## src/rtl/dp_sqrt_pkg.sv

```systemverilog
// Shared definitions for the double-precision square-root datapath.
// Holds the result-class encoding produced by the sqrt core, the IEEE-754
// binary64 field widths and the canonical special-value encodings. The
// upstream dp_sqrt wrapper and the round/pack stage both import this package
// so the class encoding has one definition.
package dp_sqrt_pkg;

    localparam int EXP_W  = 11;
    localparam int FRAC_W = 52;

    localparam logic [63:0] QNAN = 64'h7FF8_0000_0000_0000;
    localparam logic [63:0] PINF = 64'h7FF0_0000_0000_0000;

    typedef enum logic [2:0] {
        CLS_NORMAL  = 3'd0,
        CLS_ZERO    = 3'd1,
        CLS_INF     = 3'd2,
        CLS_NAN     = 3'd3,
        CLS_INVALID = 3'd4
    } sqrt_class_e;

    // The three unused encodings are folded into NAN here, so downstream
    // logic only ever sees the five legal classes.
    function automatic sqrt_class_e decode_class(input logic [2:0] raw);
        case (raw)
            3'd0:    decode_class = CLS_NORMAL;
            3'd1:    decode_class = CLS_ZERO;
            3'd2:    decode_class = CLS_INF;
            3'd4:    decode_class = CLS_INVALID;
            default: decode_class = CLS_NAN;
        endcase
    endfunction

endpackage

```

## src/rtl/dp_round_rne.sv

```systemverilog
// Round-to-nearest-even decision for a truncated significand.
// Ports:
//   lsb     - least significant kept fraction bit
//   guard   - first discarded bit
//   sticky  - OR of every bit below guard
//   inc     - add one ulp to the kept fraction
//   inexact - some nonzero bits were discarded
module dp_round_rne (
    input  logic lsb,
    input  logic guard,
    input  logic sticky,
    output logic inc,
    output logic inexact
);

    // Above half always rounds up; an exact half rounds up only when that
    // makes the kept fraction even.
    assign inc     = guard & (sticky | lsb);
    assign inexact = guard | sticky;

endmodule

```

## src/rtl/dp_sqrt_round_pack.sv

```systemverilog
// Final rounding and packing stage of the binary64 square root.
// Takes the unrounded root from the sqrt core and produces an IEEE-754
// result with inexact/invalid flags. There are two register stages:
// S1 holds the rounding decision and S2 holds the packed result.
// Ports:
//   clk, rst      - clock and synchronous active-high reset
//   in_valid/in_ready   - upstream handshake
//   in_sign, in_exp, in_root, in_rem_nz, in_class - core result fields
//   out_valid/out_ready - downstream handshake
//   out_result, out_inexact, out_invalid           - packed result and flags
module dp_sqrt_round_pack
    import dp_sqrt_pkg::*;
(
    input  logic              clk,
    input  logic              rst,
    input  logic              in_valid,
    output logic              in_ready,
    input  logic              in_sign,
    input  logic [EXP_W-1:0]  in_exp,
    input  logic [FRAC_W+1:0] in_root,
    input  logic              in_rem_nz,
    input  logic [2:0]        in_class,
    output logic              out_valid,
    input  logic              out_ready,
    output logic [63:0]       out_result,
    output logic              out_inexact,
    output logic              out_invalid
);

    logic              adv;

    logic              s1_valid_q;
    sqrt_class_e       s1_class_q;
    sqrt_class_e       s1_class_d;
    logic              s1_sign_q;
    logic [EXP_W-1:0]  s1_exp_q;
    logic [FRAC_W-1:0] s1_frac_q;
    logic              s1_inc_q;
    logic              s1_inc_d;
    logic              s1_inexact_q;
    logic              s1_inexact_d;

    logic              out_valid_q;
    logic [63:0]       out_result_q;
    logic [63:0]       out_result_d;
    logic              out_inexact_q;
    logic              out_inexact_d;
    logic              out_invalid_q;
    logic              out_invalid_d;

    logic              unused_hidden_bit;

    // The hidden one is implied by a normal result and never stored.
    assign unused_hidden_bit = in_root[FRAC_W+1];

    // Both stages move together; a stalled S2 freezes S1 too, so the
    // pipeline never needs a skid buffer and never drops a result.
    assign adv      = !out_valid_q || out_ready;
    assign in_ready = adv;

    assign s1_class_d = decode_class(in_class);

    dp_round_rne u_round (
        .lsb     (in_root[1]),
        .guard   (in_root[0]),
        .sticky  (in_rem_nz),
        .inc     (s1_inc_d),
        .inexact (s1_inexact_d)
    );

    // S1: capture the kept fields and the rounding decision. Payload is
    // only loaded on a real transfer so idle inputs never disturb it.
    always_ff @(posedge clk) begin
        if (rst) begin
            s1_valid_q   <= 1'b0;
            s1_class_q   <= CLS_NORMAL;
            s1_sign_q    <= 1'b0;
            s1_exp_q     <= '0;
            s1_frac_q    <= '0;
            s1_inc_q     <= 1'b0;
            s1_inexact_q <= 1'b0;
        end else if (adv) begin
            s1_valid_q <= in_valid;
            if (in_valid) begin
                s1_class_q   <= s1_class_d;
                s1_sign_q    <= in_sign;
                s1_exp_q     <= in_exp;
                s1_frac_q    <= in_root[FRAC_W:1];
                s1_inc_q     <= s1_inc_d;
                s1_inexact_q <= s1_inexact_d;
            end
        end
    end

    // Pack the S1 contents into a binary64 word. For normal results the
    // increment is applied to {exp, frac} as one field so that a carry out
    // of an all-ones fraction lands in the exponent automatically.
    always_comb begin
        out_result_d  = '0;
        out_inexact_d = 1'b0;
        out_invalid_d = 1'b0;
        case (s1_class_q)
            CLS_NORMAL: begin
                out_result_d  = {1'b0, {s1_exp_q, s1_frac_q} + {62'b0, s1_inc_q}};
                out_inexact_d = s1_inexact_q;
            end
            CLS_ZERO: begin
                out_result_d = {s1_sign_q, 63'b0};
            end
            CLS_INF: begin
                out_result_d = PINF;
            end
            CLS_INVALID: begin
                out_result_d  = QNAN;
                out_invalid_d = 1'b1;
            end
            default: begin
                out_result_d = QNAN;
            end
        endcase
    end

    // S2: the output register. Holding it while stalled keeps the
    // presented result and flags stable until downstream takes them.
    always_ff @(posedge clk) begin
        if (rst) begin
            out_valid_q   <= 1'b0;
            out_result_q  <= '0;
            out_inexact_q <= 1'b0;
            out_invalid_q <= 1'b0;
        end else if (adv) begin
            out_valid_q   <= s1_valid_q;
            out_result_q  <= out_result_d;
            out_inexact_q <= out_inexact_d;
            out_invalid_q <= out_invalid_d;
        end
    end

    assign out_valid   = out_valid_q;
    assign out_result  = out_result_q;
    assign out_inexact = out_inexact_q;
    assign out_invalid = out_invalid_q;

endmodule
```

## config.mk

```make
export PLATFORM = sky130hd
export DESIGN_NAME = dp_sqrt_round_pack
export DESIGN_NICKNAME = d
export VERILOG_FILES = /design/src/rtl/dp_sqrt_pkg.sv /design/src/rtl/dp_round_rne.sv /design/src/rtl/dp_sqrt_round_pack.sv
export SDC_FILE = /design/constraint.sdc
export NUM_CORES = 1
export LEC_CHECK = 0
export ABC_AREA = 1
export BUFFER_PORTS_ARGS = -buffer_cell sky130_fd_sc_hd__buf_2
export CORE_MARGIN = 5
export CORE_UTILIZATION = 45
export DETAILED_ROUTE_END_ITERATION = 10
export PLACE_DENSITY = 0.65
export SYNTH_ARGS = -nofsm -noshare
export SYNTH_HDL_FRONTEND = slang
export SYNTH_HIERARCHICAL = 1
export SYNTH_SLANG_ARGS = --single-unit
```

## constraint.sdc

```tcl
create_clock -name clk -period 2.34 [get_ports clk]
set_clock_uncertainty 0.2 [all_clocks]
set_input_delay 0.702 -clock clk [delete_from_list [all_inputs] [get_ports clk]]
set_output_delay 0.702 -clock clk [all_outputs]
set_load 0.01 [all_outputs]
```

==> results.ini <==
[routing]
viasPerCell=5.24
drc_errors=0
wl_per_cell_um=16.8
drt-initial-drc-count=559
routed_wl_um=24700
vias=7698
ant_nets=0
drtPass1Iterations=5

[clock_network]
cts_htree_levels=4
cts_buffers=17
ctsLongestPathBuffers=2
cts_sinks=137
cts_tree=built
post_cts_buffers=0
cts_resized=0
holdBufCountCts=0
clkTransAtPathRegs_ps=60
clock_latency_ps=420
cts-root-buf=clkbuf_16

[sta]
max_freq_mhz=454
drv_slew=0
max_slew.worst_pin.slew_ps=400
fin_crit_sh_pct=94.2
slew_headroom_pct=73.3
grt_setup_unrepaired=false
tns_ps=0
fin_crit_ps=2200
finalHoldViolations=0
finalSetupViolCount=0

[finish]
antenna_cells=0
drive_gt1_share_pct=20.3
final_common_cell=nand2_1
area_growth_syn_to_layout_pct=24.5
nNetsFinal=1323
finish.utilization_pct=57.3
layout_common_cells=nand2_1, nor2_1, buf_2

[critical_path]
r2r_end=out_result[62]$_SDFFE_PP0N_
reg2reg_slack_ps=140
cp-startpoint=s1_inc_q$_SDFFE_PP0P_
rr_worst_depth=11
worst_ep_arrival_time_ps=2360
reg2reg_from=s1_inc_q$_SDFFE_PP0P_
crit_path_max_fanout=4
endpoint_kind=flip-flop
crit_required_ps=2490
cp-endpoint=out_result[62]$_SDFFE_PP0N_
cp-start-kind=flip-flop
critPathKind=flip-flop to flip-flop

[placement]
dp_hpwl_um=19700
place.port_buffers=140
place_congestion=1.02

[global_routing]
track_usage_pct=27.2
grt_pass1_wl_um=38400
grt-ovfl-total=0
antenna_found_initial=0
grt_start_max_net_pins=68
grt_pass1_vias=7315

[power]
leakage_nw=3.62
irDropWorstVdd_v=0.000656
p_per_area_mw_per_mm2=666

[synthesis]
synth_seq_cells=137
synthCells=1088
syn_nets=1164
yosysTopAreaCell=dfxtp_1
synth.distinct_cells=37
synth_area_leaders=dfxtp_1, nand2_1, nor2_1
syn-cell-area_mm2=0.00702
synth.yosys.seq_area_share_pct=39.1
avgSynthCellArea_um2=6.45
yosys_warnings=6
synth.top_cell.area_share_pct=39.1

[floorplan]
core-area_mm2=0.0153
fp-row-count=45
initial_core_util_pct=46.0
io_pins=142
die_area_mm2=0.0182
dieWidth_um=135
die_height_um=135

[run]
maxCapViolations=0

[outcome]
status=finished clean

[worst_hold_path]
hp-class=flip-flop to flip-flop

## Yosys cell counts, drive strengths merged
cell type,count
a21oi,130
nor3b,3
a22oi,1
nor2,217
nor3,6
ha,2
nand4,25
nand3,64
o221ai,2
buf,8
nand2,250
o211ai,2
a21o,2
dfxtp,137
nand3b,4
o21ai,98
clkbuf,33
a211oi,1
o21bai,1
or2,1
o311ai,1
inv,97
and2,1
a31o,1
a21boi,1
## cell families after synthesis
kind of cell,after synthesis,share of synthesized area [%]
fa+ha+maj,2,0.356
buf+inv,138,7.64
simple gates,571,35.2
flops,137,39.1
compound gates,240,17.7
## report_power, final
| part | internal [W] | switching (W) | leakage, nW | total, W |
|---|---|---|---|---|
| registers | 0.00249 | 0.000133 | 1.13 | 0.00262 |
| logic | 0.000273 | 0.000441 | 2.25 | 0.000714 |
| clock network | 0.00145 | 0.00104 | 0.244 | 0.00249 |
| total | 0.00421 | 0.00161 | 3.62 | 0.00582 |
## critical path, stage by stage, from the launching register on
cell and delay (ps):
dfxtp_1 340, ha_1 180, ha_1 180, nand2_2 80, nor2_4 160, nand4_1 250
nor2_1 160, buf_4 150, nand3_1 60, nand2_1 70, nand3_1 140, a21oi_1 160
## area by class of cell
class / instances / area (um^2)
Clock inverter: 11 / 103
Sequential cell: 137 / 2740
Multi-Input combinational cell: 813 / 3770
Timing Repair Buffer: 181 / 1060
Tap cell: 211 / 264
Inverter: 97 / 364
Fill cell: 1647 / 6520
Clock buffer: 20 / 437
## state kept, by name (all words and copies together) (netlist names)
register / flops
out_invalid: 1
s1_sign_q: 1
s1_inexact_q: 1
out_valid: 1
out_inexact: 1
out_result: 64
s1_inc_q: 1
s1_exp_q: 11
s1_frac_q: 52
s1_valid_q: 1
s1_class_q: 3
## how the worst min path moves through the flow
stage | startpoint | to | slack [ps] | cells past startpoint
final | out_result[32]$_SDFFE_PP0N_ | out_result[32]$_SDFFE_PP0N_ | 260 | 2
after global routing | out_result[33]$_SDFFE_PP0N_ | out_result[33]$_SDFFE_PP0N_ | 280 | 2
after CTS | out_result[32]$_SDFFE_PP0N_ | out_result[32]$_SDFFE_PP0N_ | 260 | 2
after detailed placement | out_result[26]$_SDFFE_PP0N_ | out_result[26]$_SDFFE_PP0N_ | 250 | 2
after global placement | out_result[32]$_SDFFE_PP0N_ | out_result[32]$_SDFFE_PP0N_ | 250 | 2
after floorplan | s1_inexact_q$_SDFFE_PP0P_ | out_inexact$_SDFFE_PP0N_ | 240 | 2
## layer usage
metal  track usage [%]  up-vias  part of all wire (%)
li1                  -     3867                     -
met1              36.6     3564                    46
met2              43.3      235                    45
met3              6.15       32                   6.2
met4              8.48        0                   2.4
met5                 0        -                     0
## metrics by stage
stage	setup slack, ps	power [W]	hold slack [ps]	instance area [um^2]	std cells
after floorplan	194	0.00306	239	7020	1088
after global placement	110	0.00337	249	8180	1439
after detailed placement	116	0.00338	252	8180	1439
after CTS	94.2	0.00585	261	8720	1470
after global routing	15.8	0.00608	276	8740	1470
final	137	0.00582	258	8740	1470
(Power assumes the default switching activity.)
